[src/rtl/mem_bus_arbiter.sv]
`timescale 1ns/1ps
// mem_bus_arbiter
// Shares one registered-read memory bus (BRAM plus memory-mapped IO window)
// between two requesters: port A (CPU data port) and port B (loader/DMA).
// Each transaction walks IDLE -> ISSUE -> DONE, one cycle per state, which
// lines up with the one-cycle registered read latency of the BRAM.
// Ties are broken round-robin. A requester may set its lock bit to keep the
// bus for up to LOCK_MAX consecutive transactions.
//
// Ports:
//   clk, reset          clock, asynchronous active-low reset
//   a_*/b_*             requester ports: req, we, lock, addr, wdata in;
//                       ack (one-cycle pulse), rdata (valid with ack) out
//   mem_addr/wdata/wen  registered bus outputs, mem_rdata bus read data in
//   mem_rst             active-high bus reset, combinational ~reset
//   busy                high while a transaction is in ISSUE or DONE
//
// Optional build macro MEM_ARB_STATS_EN adds saturating 16-bit per-port
// grant counters a_grant_cnt / b_grant_cnt.
module mem_bus_arbiter #(
  parameter int ADDR_W   = 32,
  parameter int DATA_W   = 32,
  parameter int LOCK_MAX = 4
) (
  input  logic              clk,
  input  logic              reset,
  input  logic              a_req,
  input  logic              a_we,
  input  logic              a_lock,
  input  logic [ADDR_W-1:0] a_addr,
  input  logic [DATA_W-1:0] a_wdata,
  output logic              a_ack,
  output logic [DATA_W-1:0] a_rdata,
  input  logic              b_req,
  input  logic              b_we,
  input  logic              b_lock,
  input  logic [ADDR_W-1:0] b_addr,
  input  logic [DATA_W-1:0] b_wdata,
  output logic              b_ack,
  output logic [DATA_W-1:0] b_rdata,
  output logic [ADDR_W-1:0] mem_addr,
  output logic [DATA_W-1:0] mem_wdata,
  output logic              mem_wen,
  output logic              mem_rst,
  input  logic [DATA_W-1:0] mem_rdata,
  output logic              busy
`ifdef MEM_ARB_STATS_EN
  ,
  output logic [15:0]       a_grant_cnt,
  output logic [15:0]       b_grant_cnt
`endif
);

  localparam logic [1:0] ST_IDLE  = 2'd0;
  localparam logic [1:0] ST_ISSUE = 2'd1;
  localparam logic [1:0] ST_DONE  = 2'd2;

  localparam logic [1:0] OWN_NONE = 2'd0;
  localparam logic [1:0] OWN_A    = 2'd1;
  localparam logic [1:0] OWN_B    = 2'd2;

  // A lock may be extended only while the run is shorter than LOCK_MAX.
  localparam logic [3:0] LOCK_LIM = 4'(LOCK_MAX - 1);

  logic [1:0]        state_r;
  logic [1:0]        owner_r;
  logic [3:0]        lock_cnt_r;
  logic              last_b_r;   // 1: port B completed the last transaction
  logic              gnt_b_r;    // 1: current transaction belongs to port B
  logic              we_r;
  logic              lock_r;
  logic              busy_r;
  logic              a_ack_r;
  logic              b_ack_r;
  logic [DATA_W-1:0] a_rdata_r;
  logic [DATA_W-1:0] b_rdata_r;
  logic [ADDR_W-1:0] mem_addr_r;
  logic [DATA_W-1:0] mem_wdata_r;
  logic              mem_wen_r;

  logic              owner_hold_s;
  logic              grant_vld_s;
  logic              grant_b_s;
  logic              sel_we_s;
  logic              sel_lock_s;
  logic [ADDR_W-1:0] sel_addr_s;
  logic [DATA_W-1:0] sel_wdata_s;

  // Grant selection: a live lock wins, otherwise single request, otherwise round-robin.
  always_comb begin
    owner_hold_s = ((owner_r == OWN_A) && a_req) || ((owner_r == OWN_B) && b_req);
    grant_vld_s  = 1'b0;
    grant_b_s    = 1'b0;
    if (owner_hold_s) begin
      grant_vld_s = 1'b1;
      grant_b_s   = (owner_r == OWN_B);
    end else if (a_req && b_req) begin
      grant_vld_s = 1'b1;
      grant_b_s   = ~last_b_r;
    end else if (a_req) begin
      grant_vld_s = 1'b1;
      grant_b_s   = 1'b0;
    end else if (b_req) begin
      grant_vld_s = 1'b1;
      grant_b_s   = 1'b1;
    end else begin
      grant_vld_s = 1'b0;
      grant_b_s   = 1'b0;
    end
  end

  // Request fields of the port being granted.
  always_comb begin
    if (grant_b_s) begin
      sel_we_s    = b_we;
      sel_lock_s  = b_lock;
      sel_addr_s  = b_addr;
      sel_wdata_s = b_wdata;
    end else begin
      sel_we_s    = a_we;
      sel_lock_s  = a_lock;
      sel_addr_s  = a_addr;
      sel_wdata_s = a_wdata;
    end
  end

  // Transaction sequencer, bus registers, acks, read data and lock bookkeeping.
  always_ff @(posedge clk or negedge reset) begin
    if (!reset) begin
      state_r     <= ST_IDLE;
      owner_r     <= OWN_NONE;
      lock_cnt_r  <= 4'd0;
      last_b_r    <= 1'b1;
      gnt_b_r     <= 1'b0;
      we_r        <= 1'b0;
      lock_r      <= 1'b0;
      busy_r      <= 1'b0;
      a_ack_r     <= 1'b0;
      b_ack_r     <= 1'b0;
      a_rdata_r   <= '0;
      b_rdata_r   <= '0;
      mem_addr_r  <= '0;
      mem_wdata_r <= '0;
      mem_wen_r   <= 1'b0;
    end else begin
      a_ack_r   <= 1'b0;
      b_ack_r   <= 1'b0;
      mem_wen_r <= 1'b0;
      case (state_r)
        ST_IDLE: begin
          // An owner that dropped its request gives the lock up right away.
          if (!owner_hold_s) begin
            owner_r    <= OWN_NONE;
            lock_cnt_r <= 4'd0;
          end
          if (grant_vld_s) begin
            state_r     <= ST_ISSUE;
            busy_r      <= 1'b1;
            gnt_b_r     <= grant_b_s;
            we_r        <= sel_we_s;
            lock_r      <= sel_lock_s;
            mem_addr_r  <= sel_addr_s;
            mem_wdata_r <= sel_wdata_s;
            mem_wen_r   <= sel_we_s;   // write enable lives only in ISSUE
          end
        end
        ST_ISSUE: begin
          state_r <= ST_DONE;
        end
        ST_DONE: begin
          state_r  <= ST_IDLE;
          busy_r   <= 1'b0;
          last_b_r <= gnt_b_r;
          if (gnt_b_r) begin
            b_ack_r <= 1'b1;
            if (!we_r) begin
              b_rdata_r <= mem_rdata;
            end
          end else begin
            a_ack_r <= 1'b1;
            if (!we_r) begin
              a_rdata_r <= mem_rdata;
            end
          end
          if (lock_r && (lock_cnt_r < LOCK_LIM)) begin
            owner_r    <= gnt_b_r ? OWN_B : OWN_A;
            lock_cnt_r <= lock_cnt_r + 4'd1;
          end else begin
            owner_r    <= OWN_NONE;
            lock_cnt_r <= 4'd0;
          end
        end
        default: begin
          state_r <= ST_IDLE;
          busy_r  <= 1'b0;
        end
      endcase
    end
  end

`ifdef MEM_ARB_STATS_EN
  logic [15:0] a_grant_cnt_r;
  logic [15:0] b_grant_cnt_r;

  // Saturating per-port completed-transaction counters.
  always_ff @(posedge clk or negedge reset) begin
    if (!reset) begin
      a_grant_cnt_r <= 16'd0;
      b_grant_cnt_r <= 16'd0;
    end else if (state_r == ST_DONE) begin
      if (!gnt_b_r && (a_grant_cnt_r != 16'hFFFF)) begin
        a_grant_cnt_r <= a_grant_cnt_r + 16'd1;
      end
      if (gnt_b_r && (b_grant_cnt_r != 16'hFFFF)) begin
        b_grant_cnt_r <= b_grant_cnt_r + 16'd1;
      end
    end
  end

  assign a_grant_cnt = a_grant_cnt_r;
  assign b_grant_cnt = b_grant_cnt_r;
`endif

  assign a_ack     = a_ack_r;
  assign b_ack     = b_ack_r;
  assign a_rdata   = a_rdata_r;
  assign b_rdata   = b_rdata_r;
  assign mem_addr  = mem_addr_r;
  assign mem_wdata = mem_wdata_r;
  assign mem_wen   = mem_wen_r;
  assign busy      = busy_r;
  assign mem_rst   = ~reset;

endmodule

[config.mk]
export PLATFORM = sky130hd
export DESIGN_NAME = mem_bus_arbiter
export DESIGN_NICKNAME = d
export VERILOG_FILES = /design/src/rtl/mem_bus_arbiter.sv
export SDC_FILE = /design/constraint.sdc
export NUM_CORES = 1
export LEC_CHECK = 0
export CORE_ASPECT_RATIO = 1.2
export CORE_MARGIN = 2
export CORE_UTILIZATION = 40
export DETAILED_ROUTE_END_ITERATION = 12
export PLACE_DENSITY = 0.8
export SETUP_SLACK_MARGIN = 0.05
export SYNTH_ARGS = -nofsm -noshare
export SYNTH_HDL_FRONTEND = slang
export SYNTH_SLANG_ARGS = --single-unit
[constraint.sdc]
create_clock -name clk -period 2.1 [get_ports clk]
set_clock_uncertainty 0.1 [all_clocks]
set_input_delay 0.42 -clock clk [delete_from_list [all_inputs] [get_ports clk]]
set_output_delay 0.42 -clock clk [all_outputs]
set_load 0.01 [all_outputs]
==> impl_metrics.tcl <==
set metrics [dict create \
    crit_arrival_ns 1.38 \
    hold_buffers 0 \
    grt_pass1_wl_mm 25.31 \
    fin_area_um2 9941 \
    ys_ff_latch 144 \
    clk_pin_slew_ns 0.06 \
    finalCritPeriodShare 0.9037 \
    hold_ws_ns 0.02536 \
    multi_input_area_um2 2191 \
    status "completed" \
    synthTopCellsByArea "dfrtp_1, mux2_2, mux2i_1, a21oi_1, nor2_1" \
    syn_inst 477 \
    cts_root_buf "clkbuf_16" \
    max_stage_delay_ns 0.57 \
    cts_made_buffers 17 \
    timing.slew.headroom 0.4908 \
    dr.first_iter.drc_count 186 \
    fp.dieH_um 137.7 \
    synth_top_area_frac 0.6002 \
    final_cells 999 \
    grt_pass1_vias 5027 \
    nNetsFinal 955 \
    p_per_area_nw_per_um2 1444 \
    syn-cell-area_um2 5962 \
    cts_sinks 144 \
    yosysTopAreaCell "dfrtp_1" \
    setup_ws_ns 0.2022 \
    hold_class "input port to asynchronous set/reset pin" \
    setup-violations-final 0 \
    fill_cells 1033 \
    synth.yosys.seq_area_share 0.6046 \
    fmax_mhz 526.9 \
    seqCellArea_um2 3605 \
    rows 48 \
    place_hpwl_mm 12.62 \
    p_total_mw 14.35 \
    wl_per_cell_um 16.85 \
    ios 301 \
    post_cts_resized 0 \
    grt_max_degree 145 \
    io_buffers 300 \
    gr-usage-all-layers 0.2095 \
    power_leakage_nw 4.321 \
    end_kind "primary output" \
    num_vias 4838 \
    crit_path_start_kind "flip-flop" \
    post_cts_buffers 0 \
    firstDrtPassIters 4 \
    wl_mm 16.83 \
    path_class "flip-flop to primary output" \
    ys_warn_count 0 \
    overflow 0 \
    drtAntennaViolNets 0 \
    syn_to_final_growth_pct 66.74 \
    worstPathCellList "clkdlybuf4s50_1" \
    crit_path_max_fanout 2 \
    maxCapViolCount 0 \
    hold_viol_final 0 \
    final.setup.tns_ns 0 \
    cts.path.max_buffers 2 \
    fin_crit_ns 1.898 \
    n_antenna_cell 0 \
    insertion_delay_ns 0.41 \
    antenna_found_initial 0 \
    place_congestion 0.7832 \
    vias_per_cell 4.843 \
    synth_cell_types 24 \
    required_ns 1.58 \
    cpLargestDelayFamily "buffers and inverters" \
    core_um2 14470 \
    worst_pin_slew_ns 0.7638 \
    cts_max_level 4 \
    rsz0062_at_grt "false" \
    dieArea_um2 15900 \
    die_w_um 115.5 \
    syn-mean-instance-area_um2 12.50 \
    cts_tree "yes" \
    dpl_worst_slack_ns -0.1462 \
    place_inst 967 \
    post-route-drc-count 0 \
    ir_drop_v 0.0006088 \
    final_core_util 0.6868 \
    start_util 0.4119 \
    slew_viol_final 0 \
    cp_slowest_cell "clkdlybuf4s50_1" \
    synthesis.nets 646 \
    drive_gt1_frac 0.1439 \
    post_dp_cell_area_um2 9323 \
    cp_num_buf_inv 1 \
]
[cell usage in the layout (no fill, tap or decap), types with 2 or more instances in the layout]
master           instances
nor2_1                  70
mux2_1                   3
buf_4                    7
bufinv_16                3
a21oi_1                 67
mux2_2                  61
clkinv_2                 2
clkdlybuf4s50_1        299
nor2b_1                  5
nand2_1                 12
dfrtp_1                143
o21ai_0                  7
nand3b_1                 3
clkbuf_16               17
mux2i_1                 66
clkinv_4                 3
inv_1                    4
inv_6                    4
buf_12                  10
[layout make-up]
| class | instances | share of cell area |
|---|---|---|
| repair buffers | 317 | 0.3276 |
| multi-input cells | 301 | 0.2204 |
| clock inverters | 13 | 0.01762 |
| flip-flops and latches | 144 | 0.3626 |
| inverters | 5 | 0.002014 |
| clock buffers | 19 | 0.04456 |
| well taps | 200 | 0.02517 |
[power by group]
part           internal, mW  switching (mW)  total [mW]
logic                  3.66            2.71        6.37
registers              4.10           0.750        4.85
clock network          1.93            1.21        3.14
total                  9.69            4.66        14.4
[Yosys cell counts]
library cell  number
nand2_1           12
ha_1               1
buf_4              4
o21ai_0            7
mux2i_1           66
nand3b_1           3
buf_6              4
buf_2             13
inv_2              1
o211ai_2           1
nor2b_1            5
mux2_2            61
nand2b_1           1
a21oi_1           67
dfrtp_1          143
nor4b_1            1
mux2_1             3
nor3_2             1
inv_1              4
nor2_2             1
nor2_1            70
clkbuf_1           6
dfstp_2            1
and2_1             1
[routing by layer]
| metal | vias to the layer above | track usage | wire length (µm) |
|---|---|---|---|
| met5 | - | 0 | 0 |
| met4 | 0 | 0.06359 | 211 |
| met3 | 23 | 0.08359 | 1531 |
| met2 | 212 | 0.3879 | 9108 |
| met1 | 2337 | 0.2146 | 5983 |
| li1 | 2266 | - | - |
[sequential cells by signal, summed over array words and instances (netlist names)]
signal	flops
last_b_r	1
lock_cnt_r	4
lock_r	1
a_ack	1
owner_r	2
we_r	1
b_rdata	32
gnt_b_r	1
mem_addr	32
mem_wdata	32
mem_wen	1
a_rdata	32
busy	1
b_ack	1
state_r	2
[cell families after synthesis]
kind of cell             after synthesis  synth area share
flip-flops                           144            0.6046
multiplexers                         130            0.2317
AND/OR/NAND/NOR                       95           0.06695
AO/OA/AOI/OAI                         75           0.06422
buffers and inverters                 32           0.03043
adder cells (fa/ha/maj)                1          0.002098
[final timing paths]
| path | endpoint | cells past startpoint | from | slack [ns] |
|---|---|---|---|---|
| max in group asynchronous | mem_wdata[26]$_DFFE_PN0P_ | 2 | reset | 1.30 |
| setup reg to reg | mem_wdata[19]$_DFFE_PN0P_ | 6 | last_b_r$_DFFE_PN1P_ | 0.26 |
| min in group clk | last_b_r$_DFFE_PN1P_ | 2 | last_b_r$_DFFE_PN1P_ | 0.38 |
| setup / recovery | mem_addr[11] | 1 | mem_addr[11]$_DFFE_PN0P_ | 0.20 |
| hold reg to reg | last_b_r$_DFFE_PN1P_ | 2 | last_b_r$_DFFE_PN1P_ | 0.38 |
| hold / removal | a_rdata[18]$_DFFE_PN0P_ | 2 | reset | 0.03 |
Power figures use the tool's default switching activity.
